--- src/rtl/roc_seq_pkg.sv ---
// Shared definitions for the ring-oscillator challenge/response sequencer.
// Holds the FSM state encoding, the challenge generator selectors and their reset values,
// and the LFSR feedback helper used by the challenge stepper.
package roc_seq_pkg;

  typedef enum logic [2:0] {
    ST_IDLE   = 3'd0,
    ST_SETTLE = 3'd1,
    ST_MEAS   = 3'd2,
    ST_CAPT   = 3'd3,
    ST_OUT    = 3'd4
  } state_t;

  localparam int CG_CNT  = 1;
  localparam int CG_LFSR = 2;

  localparam logic [15:0] CHL_RST_CNT  = 16'h0000;
  localparam logic [15:0] CHL_RST_LFSR = 16'h0001;
  // Feedback taps at bits 5,3,2,0
  localparam logic [15:0] LFSR_TAPS    = 16'h002D;

  // Right shift with the parity of the tapped bits entering at the MSB
  function automatic logic [15:0] lfsr_next(input logic [15:0] v);
    return {^(v & LFSR_TAPS), v[15:1]};
  endfunction

  function automatic logic [15:0] chl_rst_val(input int cg_type);
    return (cg_type == CG_LFSR) ? CHL_RST_LFSR : CHL_RST_CNT;
  endfunction

  function automatic int max3(input int a, input int b, input int c);
    int m;
    m = (a > b) ? a : b;
    return (m > c) ? m : c;
  endfunction

endpackage

--- src/rtl/roc_chl_step.sv ---
// 16-bit stepped challenge generator: a wrapping counter or a right-shift LFSR.
// Latency: the new challenge is visible the cycle after step_i.
// No backpressure; the value is held whenever step_i is low.
module roc_chl_step
  import roc_seq_pkg::*;
#(
  parameter int CG_TYPE = CG_CNT
) (
  input  logic        clk_i,
  input  logic        rst_i,
  input  logic        step_i,
  output logic [15:0] chl_o
);

  logic [15:0] chl_q;
  logic [15:0] chl_d;

  generate
    if (CG_TYPE == CG_LFSR) begin : g_lfsr
      // LFSR successor of the current challenge
      always_comb chl_d = lfsr_next(chl_q);
    end else begin : g_cnt
      // Counter successor, wraps FFFF -> 0000
      always_comb chl_d = chl_q + 16'd1;
    end
  endgenerate

  // Challenge register, advances only when stepped
  always_ff @(posedge clk_i or posedge rst_i) begin
    if (rst_i) begin
      chl_q <= chl_rst_val(CG_TYPE);
    end else if (step_i) begin
      chl_q <= chl_d;
    end
  end

  assign chl_o = chl_q;

endmodule

--- src/rtl/roc_seq.sv ---
// Sequencer for the RO challenge/response TRNG: settle, measure, capture one bit per challenge.
// Latency: W*(SETTLE_CYC+MEAS_CYC+1+response delay) cycles per word.
// Backpressure: a finished word is held on out_data with the RO bank idle until out_ready.
module roc_seq
  import roc_seq_pkg::*;
#(
  parameter int CG_TYPE    = CG_CNT,
  parameter int SETTLE_CYC = 4,
  parameter int MEAS_CYC   = 64,
  parameter int TMO_CYC    = 255,
  parameter int W          = 32
) (
  input  logic         clk,
  input  logic         reset,
  input  logic         en,
  input  logic         clr_err,
  output logic [7:0]   cnf1,
  output logic [7:0]   cnf2,
  output logic         ro_en,
  input  logic         resp_bit,
  input  logic         resp_vld,
  output logic [W-1:0] out_data,
  output logic         out_valid,
  input  logic         out_ready,
  output logic         busy,
  output logic         tmo_err
);

  localparam int CW = $clog2(max3(SETTLE_CYC, MEAS_CYC, TMO_CYC) + 1);
  localparam int BW = $clog2(W + 1);
  localparam logic [CW-1:0] SETTLE_LAST = CW'(SETTLE_CYC - 1);
  localparam logic [CW-1:0] MEAS_LAST   = CW'(MEAS_CYC - 1);
  localparam logic [CW-1:0] TMO_LAST    = CW'(TMO_CYC - 1);
  localparam logic [BW-1:0] BIT_LAST    = BW'(W - 1);

  state_t         state_q, state_d;
  logic [CW-1:0]  win_q, win_d;
  logic [BW-1:0]  bits_q, bits_d;
  logic [W-1:0]   word_q, word_d;
  logic [W-1:0]   out_data_q, out_data_d;
  logic           out_valid_q, out_valid_d;
  logic           ro_en_q, ro_en_d;
  logic           tmo_err_q, tmo_err_d;
  logic [15:0]    chl;

  logic           in_run;
  logic           abort;
  logic           accept;
  logic           timeout;
  logic           handshake;
  logic           word_done;
  logic [W-1:0]   word_shift;

  assign in_run     = (state_q == ST_SETTLE) || (state_q == ST_MEAS) || (state_q == ST_CAPT);
  assign abort      = in_run && !en;
  assign accept     = (state_q == ST_CAPT) && en && resp_vld;
  assign timeout    = (state_q == ST_CAPT) && en && !resp_vld && (win_q == TMO_LAST);
  assign handshake  = (state_q == ST_OUT) && out_valid_q && out_ready;
  assign word_done  = accept && (bits_q == BIT_LAST);
  assign word_shift = {word_q[W-2:0], resp_bit};

  roc_chl_step #(
    .CG_TYPE (CG_TYPE)
  ) u_chl (
    .clk_i  (clk),
    .rst_i  (reset),
    .step_i (accept | timeout),
    .chl_o  (chl)
  );

  // State register
  always_ff @(posedge clk or posedge reset) begin
    if (reset) begin
      state_q <= ST_IDLE;
    end else begin
      state_q <= state_d;
    end
  end

  // Next-state: run enable dropping wins over window progress in the run states
  always_comb begin
    state_d = state_q;
    case (state_q)
      ST_IDLE:   if (en) state_d = ST_SETTLE;
      ST_SETTLE: if (!en) state_d = ST_IDLE;
                 else if (win_q == SETTLE_LAST) state_d = ST_MEAS;
      ST_MEAS:   if (!en) state_d = ST_IDLE;
                 else if (win_q == MEAS_LAST) state_d = ST_CAPT;
      ST_CAPT:   if (!en) state_d = ST_IDLE;
                 else if (word_done) state_d = ST_OUT;
                 else if (accept || timeout) state_d = ST_SETTLE;
      ST_OUT:    if (handshake) state_d = en ? ST_SETTLE : ST_IDLE;
      default:   state_d = ST_IDLE;
    endcase
  end

  // Outputs and datapath next values derived from the current and next state
  always_comb begin
    // Window counter restarts on every state change and idles outside timed states
    if ((state_d != state_q) || (state_q == ST_IDLE) || (state_q == ST_OUT)) begin
      win_d = '0;
    end else begin
      win_d = win_q + CW'(1);
    end

    // Registered so ro_en rises and falls on the same edge as entering/leaving MEAS
    ro_en_d = (state_d == ST_MEAS);

    bits_d = bits_q;
    word_d = word_q;
    if (abort || handshake) begin
      bits_d = '0;
      word_d = '0;
    end else if (accept) begin
      bits_d = bits_q + BW'(1);
      word_d = word_shift;
    end

    out_data_d  = word_done ? word_shift : out_data_q;
    out_valid_d = word_done ? 1'b1 : (handshake ? 1'b0 : out_valid_q);

    // A timeout in the same cycle as clr_err leaves the flag set
    tmo_err_d = timeout ? 1'b1 : (clr_err ? 1'b0 : tmo_err_q);
  end

  // Datapath registers
  always_ff @(posedge clk or posedge reset) begin
    if (reset) begin
      win_q       <= '0;
      bits_q      <= '0;
      word_q      <= '0;
      out_data_q  <= '0;
      out_valid_q <= 1'b0;
      ro_en_q     <= 1'b0;
      tmo_err_q   <= 1'b0;
    end else begin
      win_q       <= win_d;
      bits_q      <= bits_d;
      word_q      <= word_d;
      out_data_q  <= out_data_d;
      out_valid_q <= out_valid_d;
      ro_en_q     <= ro_en_d;
      tmo_err_q   <= tmo_err_d;
    end
  end

  assign cnf1      = chl[7:0];
  assign cnf2      = chl[15:8];
  assign ro_en     = ro_en_q;
  assign out_data  = out_data_q;
  assign out_valid = out_valid_q;
  assign busy      = (state_q != ST_IDLE);
  assign tmo_err   = tmo_err_q;

endmodule

--- config.mk ---
export PLATFORM = sky130hd
export DESIGN_NAME = roc_seq
export DESIGN_NICKNAME = d
export VERILOG_FILES = /design/src/rtl/roc_seq_pkg.sv /design/src/rtl/roc_chl_step.sv /design/src/rtl/roc_seq.sv
export SDC_FILE = /design/constraint.sdc
export NUM_CORES = 1
export LEC_CHECK = 0
export CORE_ASPECT_RATIO = 1.5
export CORE_MARGIN = 2
export CORE_UTILIZATION = 40
export CTS_BUF_LIST = sky130_fd_sc_hd__clkbuf_4
export DETAILED_ROUTE_END_ITERATION = 8
export PLACE_DENSITY = 0.6
export SLEW_MARGIN = 20
export SYNTH_ARGS = -nofsm -noshare
export SYNTH_HDL_FRONTEND = slang
export SYNTH_SLANG_ARGS = --single-unit
--- constraint.sdc ---
create_clock -name clk -period 3.5 [get_ports clk]
set_clock_uncertainty 0.15 [all_clocks]
set_input_delay 0.35 -clock clk [delete_from_list [all_inputs] [get_ports clk]]
set_output_delay 0.35 -clock clk [all_outputs]
set_load 0.1 [all_outputs]
# ---- Word-level counts from Yosys, hierarchy flattened
# Cells that the tools add are included.
dict set report op_classes {
  addsub 3
  multipliers 0
  div 0
  magnitude_cmp 0
  n_eq_ne 10
  shifts 0
  muxes 20
  bitwise 1
  reduce_logical 21
}
# cell count
set op_table {}
lappend op_table {{31-bit 2-to-1 mux} 2}
lappend op_table {{3-bit 2-to-1 mux} 9}
lappend op_table {{16-bit by 1-bit adder with 16-bit output, second input constant} 1}
lappend op_table {{3-bit one-hot mux with 5 select lines} 1}
lappend op_table {{6-bit 2-to-1 mux} 2}
lappend op_table {{3-bit by 2-bit == test with 1-bit output, second input constant} 3}
lappend op_table {{8-bit by 1-bit adder with 8-bit output, second input constant} 1}
lappend op_table {{8-bit by 2-bit == test with 1-bit output, second input constant} 1}
lappend op_table {{8-bit by 6-bit == test with 1-bit output, second input constant} 1}
lappend op_table {{8-bit == test, second input constant} 1}
lappend op_table {{1-bit logical AND} 8}
lappend op_table {{8-bit 2-to-1 mux} 1}
lappend op_table {{6-bit by 1-bit adder with 6-bit output, second input constant} 1}
lappend op_table {{6-bit by 5-bit == test with 1-bit output, second input constant} 1}
lappend op_table {{1-bit logical OR} 6}
lappend op_table {{2-bit nonzero test} 3}
lappend op_table {{1-bit 2-to-1 mux} 5}
lappend op_table {{3-bit by 1-bit == test with 1-bit output, second input constant} 1}
lappend op_table {{3-bit == test, second input constant} 1}
lappend op_table {{3-bit logical NOT} 1}
lappend op_table {{3-bit != test} 1}
lappend op_table {{3-bit nonzero test} 1}
lappend op_table {{1-bit logical NOT} 2}
lappend op_table {{1-bit OR} 1}
dict set report word_totals {
  reg_bits 99
  latch_bits 0
  ramBits 0
  mem_bits_ro 0
  in_bits 7
  output_inout_bits 52
  elab_cells 64
  memories 0
}

# ---- Longest topological paths before layout
dict set report logic_depth {
  depth_word 13
  mapped_depth 7
  depth_no_buf 6
}

# ---- Hierarchy
# Synthesis repeated with hierarchy kept, for this count alone.
dict set report hier_totals {
  hier_cells 375
  hier_area_um2 4246.6
}
# module instances cells_per_inst area_per_inst_um2
set by_module_without_submodules {}
lappend by_module_without_submodules {roc_seq 1 318 3535.9}
lappend by_module_without_submodules {roc_chl_step 1 57 710.7}

# ---- Worst setup path after synthesis
# Ideal clock, no wire load.
dict set report synth_path {
  kind {reg-to-reg}
  from {register u_chl.chl_q[3], in the netlist u_chl.chl_o[3]}
  to {register u_chl.chl_q[15], in the netlist u_chl.chl_o[15]}
  setup_time_ns 0.158
  arrival_time_ns 2.031
  t_required_ns 3.192
  slack_ns 1.162
  path_stages_with_launch 6
  period_less_slack_ns 2.338
  cell_sequence {dfrtp_1 nand4_1 nor3_1 and4_1 nand3_1 xnor2_1}
}
dict set report synth_via {
  elab_chain_len 1
}
# item line_no
set synth_lines {}
lappend synth_lines {{from (decl)} roc_chl_step.sv:15} ;# logic [15:0] chl_q;
lappend synth_lines {{from (signal assigned)} roc_chl_step.sv:31} ;# chl_q <= chl_rst_val(CG_TYPE);
lappend synth_lines {{from (signal assigned)} roc_chl_step.sv:33} ;# chl_q <= chl_d;
lappend synth_lines {{16-bit by 1-bit adder with 16-bit output} roc_chl_step.sv:24} ;# always_comb chl_d = chl_q + 16'd1;
# No other way between the ends.
# A chain may end at the register's enable or synchronous reset.

# ---- Final worst setup path
dict set report layout_path {
  from {register u_chl.chl_q[3], in the netlist u_chl.chl_o[3]}
  to {output port cnf1[3]}
}
# item line_no
set layout_lines {}
lappend layout_lines {{to (decl)} roc_seq.sv:17} ;# output logic [7:0] cnf1,
# No word-level cell between the ends.

==> flow_summary.yaml <==
critical_path:
  critical_path_required_ns: 3.00
  r2r.worst_path.cells: 5
  cp_data_arrival_time_ns: 2.10
  crit_buf_inv: 1
  worstSetupPathType: "flop to output pin"
  critical_path_peak_fanout: 7
  timing.critical_path.slowest_cell_delay_ns: 1.17
  regToRegStartpoint: "bits_q[0]$_DFFE_PP0P_"
  critical-path-top-delay-family: "buffers and inverters"
  cp-start-kind: "flop"
  timing.rr.end: "out_data[29]$_DFFE_PP0P_"
  timing.critical_path.cells: "clkdlybuf4s50_1"
  critPathSlowestCell: "sky130_fd_sc_hd__clkdlybuf4s50_1"
  worstSetupEndpointType: "output pin"
  timing.reg2reg.setup_slack_ns: 1.20
power:
  power_leakage_nw: 2.25
  vdd_drop_max_uv: 293
  pwr_density_cell_nw_per_um2: 375
logic_synthesis:
  post_synthesis_share_of_cell_area_spent_on_and_or_nand_and_nor_gates: 0.165
  synth_top_family_by_area: "simple AND/OR/NAND/NOR gates"
  syn-mean-instance-area_um2: 11.3
  yosys-mux-area-fraction: 0.0895
  synth_largest_type_area_fraction: 0.597
  ys_warn_count: 0
  synth.cell_area_um2: 4150
  synth.lib_cells_used.distinct: 36
  synth_area_leader_cell: "sky130_fd_sc_hd__dfrtp_1"
  async_reset_ff_frac: 1.00
  synth_edf_count: 0
  synth_compound_area_frac: 0.0615
  postSynthRegisterBits: 99
  post_synth_xor_area_fraction: 0.0549
  syn_nets: 379
  synth_fa_ha_area_frac: 0.0121
  post_synth_inst_count: 368
  synth.cells.most_frequent: "99 x sky130_fd_sc_hd__dfrtp_1, 82 x sky130_fd_sc_hd__nand2_1, 33 x sky130_fd_sc_hd__a21oi_1, 33 x sky130_fd_sc_hd__mux2_2, 19 x sky130_fd_sc_hd__nor2_1"
  synth.area.top_cells: "sky130_fd_sc_hd__dfrtp_1 60%, sky130_fd_sc_hd__mux2_2 9.0%, sky130_fd_sc_hd__nand2_1 7.4%"
  synthMostInstantiatedCell: "sky130_fd_sc_hd__dfrtp_1"
  synth.yosys.seq_area_share: 0.597
  dominantRegCellSynth: "sky130_fd_sc_hd__dfrtp_1"
timing:
  slew_headroom: 0.337
  finalHoldViolCount: 0
  timing.final.crit_period_ns: 2.60
  worst_slew_pin_slew_ns: 0.991
  fmax_mhz: 385
  drv_slew: 0
  finalCritPeriodShare: 0.743
  setup_viol_count_final: 0
  final.setup.tns_ns: 0
  unrepaired_setup_endpoints_after_global_routing: "no"
placement:
  port_buffers: 58
  dp_hpwl_um: 5070
  post_detailed_placement_cell_area_um2: 4860
  place.gp.congestion: 0.777
cts:
  numClockSinks: 99
  clk_transition_reported_paths_ns: 0.15
  cts_tree: "yes"
  htree_num_levels: 3
  clock_tree.buffer_depth: 2
  skew_pair_late_insertion_delay_ns: 0.46
  cts_setup_buffers: 0
  cts-buffers-inserted: 9
  post_cts_resize_count: 0
  cts.root.buffer_cell: "sky130_fd_sc_hd__clkbuf_4"
  hold_buffers: 0
die:
  die_extent_in_y_um: 129
  core-area_um2: 10100
  i_o_pin_total: 59
  die_area_um2: 11200
  floorplan.rows: 45
  floorplan.initialDensity: 0.410
  dieWidth_um: 87.2
layout:
  multiInputGateArea_um2: 1600
  seq_area_um2: 2480
  antenna-diode-count: 0
  final_net_count: 436
  final_layout_size_suffix_gt1_frac: 0.144
  post-route-cell-area_um2: 5000
  growth_of_design_area_from_synthesis_to_finish_pct: 20.5
  filler_cell_count: 940
worst_hold_path:
  holdCritPathClass: "input port to async pin"
global_route:
  grt_overflow: 0
  grt_first_pass_wirelength_um: 13500
  grt_max_degree: 58
  globalRouteTotalUtil: 0.152
  first_global_vias: 2945
  grt_antenna_before_repair: 0
drt:
  remaining_drc_errors: 0
  routed-via-count: 2814
  number_of_nets_with_antenna_violations_after_routing: 0
  firstDrtPassIters: 4
  route.detailed.wl_per_inst_um: 14.0
  dr.first_iter.drc_count: 165
  drt-total-wl_um: 7660
  vias_per_cell: 5.14
run_status:
  status: "finished, final reports clean"
run:
  max-cap-violations: 0
-- worst max-delay path by stage --
stage,cells after the start,start,end
after global placement,5,en,out_data[12]$_DFFE_PP0P_
after detailed placement,5,en,out_data[13]$_DFFE_PP0P_
after global routing,1,u_chl.chl_o[3]$_DFFE_PP0P_,cnf1[3]
after floorplan,1,reset,bits_q[0]$_DFFE_PP0P_
after CTS,1,u_chl.chl_o[3]$_DFFE_PP0P_,cnf1[3]
final,1,u_chl.chl_o[3]$_DFFE_PP0P_,cnf1[3]
-- placed cells by master, fill, tap and decap left out, types with 3 or more instances in the layout --
cell type / instances
sky130_fd_sc_hd__a21oi_1: 33
sky130_fd_sc_hd__nand3_1: 15
sky130_fd_sc_hd__buf_4: 3
sky130_fd_sc_hd__clkbuf_4: 9
sky130_fd_sc_hd__nand4_1: 6
sky130_fd_sc_hd__xnor2_1: 15
sky130_fd_sc_hd__dfrtp_1: 99
sky130_fd_sc_hd__inv_1: 4
sky130_fd_sc_hd__nand2_1: 82
sky130_fd_sc_hd__nor3b_1: 3
sky130_fd_sc_hd__xor2_1: 11
sky130_fd_sc_hd__and4_1: 3
sky130_fd_sc_hd__mux2_2: 33
sky130_fd_sc_hd__ha_1: 4
sky130_fd_sc_hd__nor2_1: 19
sky130_fd_sc_hd__clkdlybuf4s50_1: 57
-- through the flow --
stage | util | worst slack, ns | cells | hold slack [ns] | power [mW]
floorplan | - | 0.410 | 368 | 0.303 | 1.25
global placement | 0.479 | 0.884 | 531 | 0.312 | 1.29
detailed placement | 0.479 | 0.844 | 531 | 0.312 | 1.29
CTS | 0.493 | 0.848 | 547 | 0.213 | 1.91
global route | 0.493 | 0.781 | 547 | 0.230 | 1.97
finish | 0.493 | 0.901 | 547 | 0.208 | 1.88
-- cells by family after synthesis --
family,Yosys count
fa+ha+maj,4
flops,99
buf+inv,20
mux,33
simple gates,145
xor+xnor,26
compound gates,41
-- power by group --
part	leakage (nW)	internal (mW)	switching, mW
sequential	1.38	1.15	0.00872
clock	0.0706	0.222	0.389
combinational	0.799	0.0267	0.0812
total	2.25	1.40	0.478
-- final cells by class --
type	instances	area share
inverter	5	0.00425
sequential	99	0.495
timing repair buffer	61	0.123
clock inverter	7	0.0150
clock buffer	9	0.0135
multi-input combinational	249	0.320
tap	117	0.0293
-- flip-flops by register name (all words and copies together), names as in the netlist --
signal	cells
bits_q	6
out_data	32
out_valid	1
ro_en	1
state_q	3
tmo_err	1
u_chl.chl_o	16
win_q	8
word_q	31
-- metal layers --
layer / part of all wire / track usage
met1: 0.46 / 0.194
met2: 0.48 / 0.246
met3: 0.039 / 0.0449
met4: 0.012 / 0.0552
met5: 0 / 0
Power figures use the tool's default switching activity.
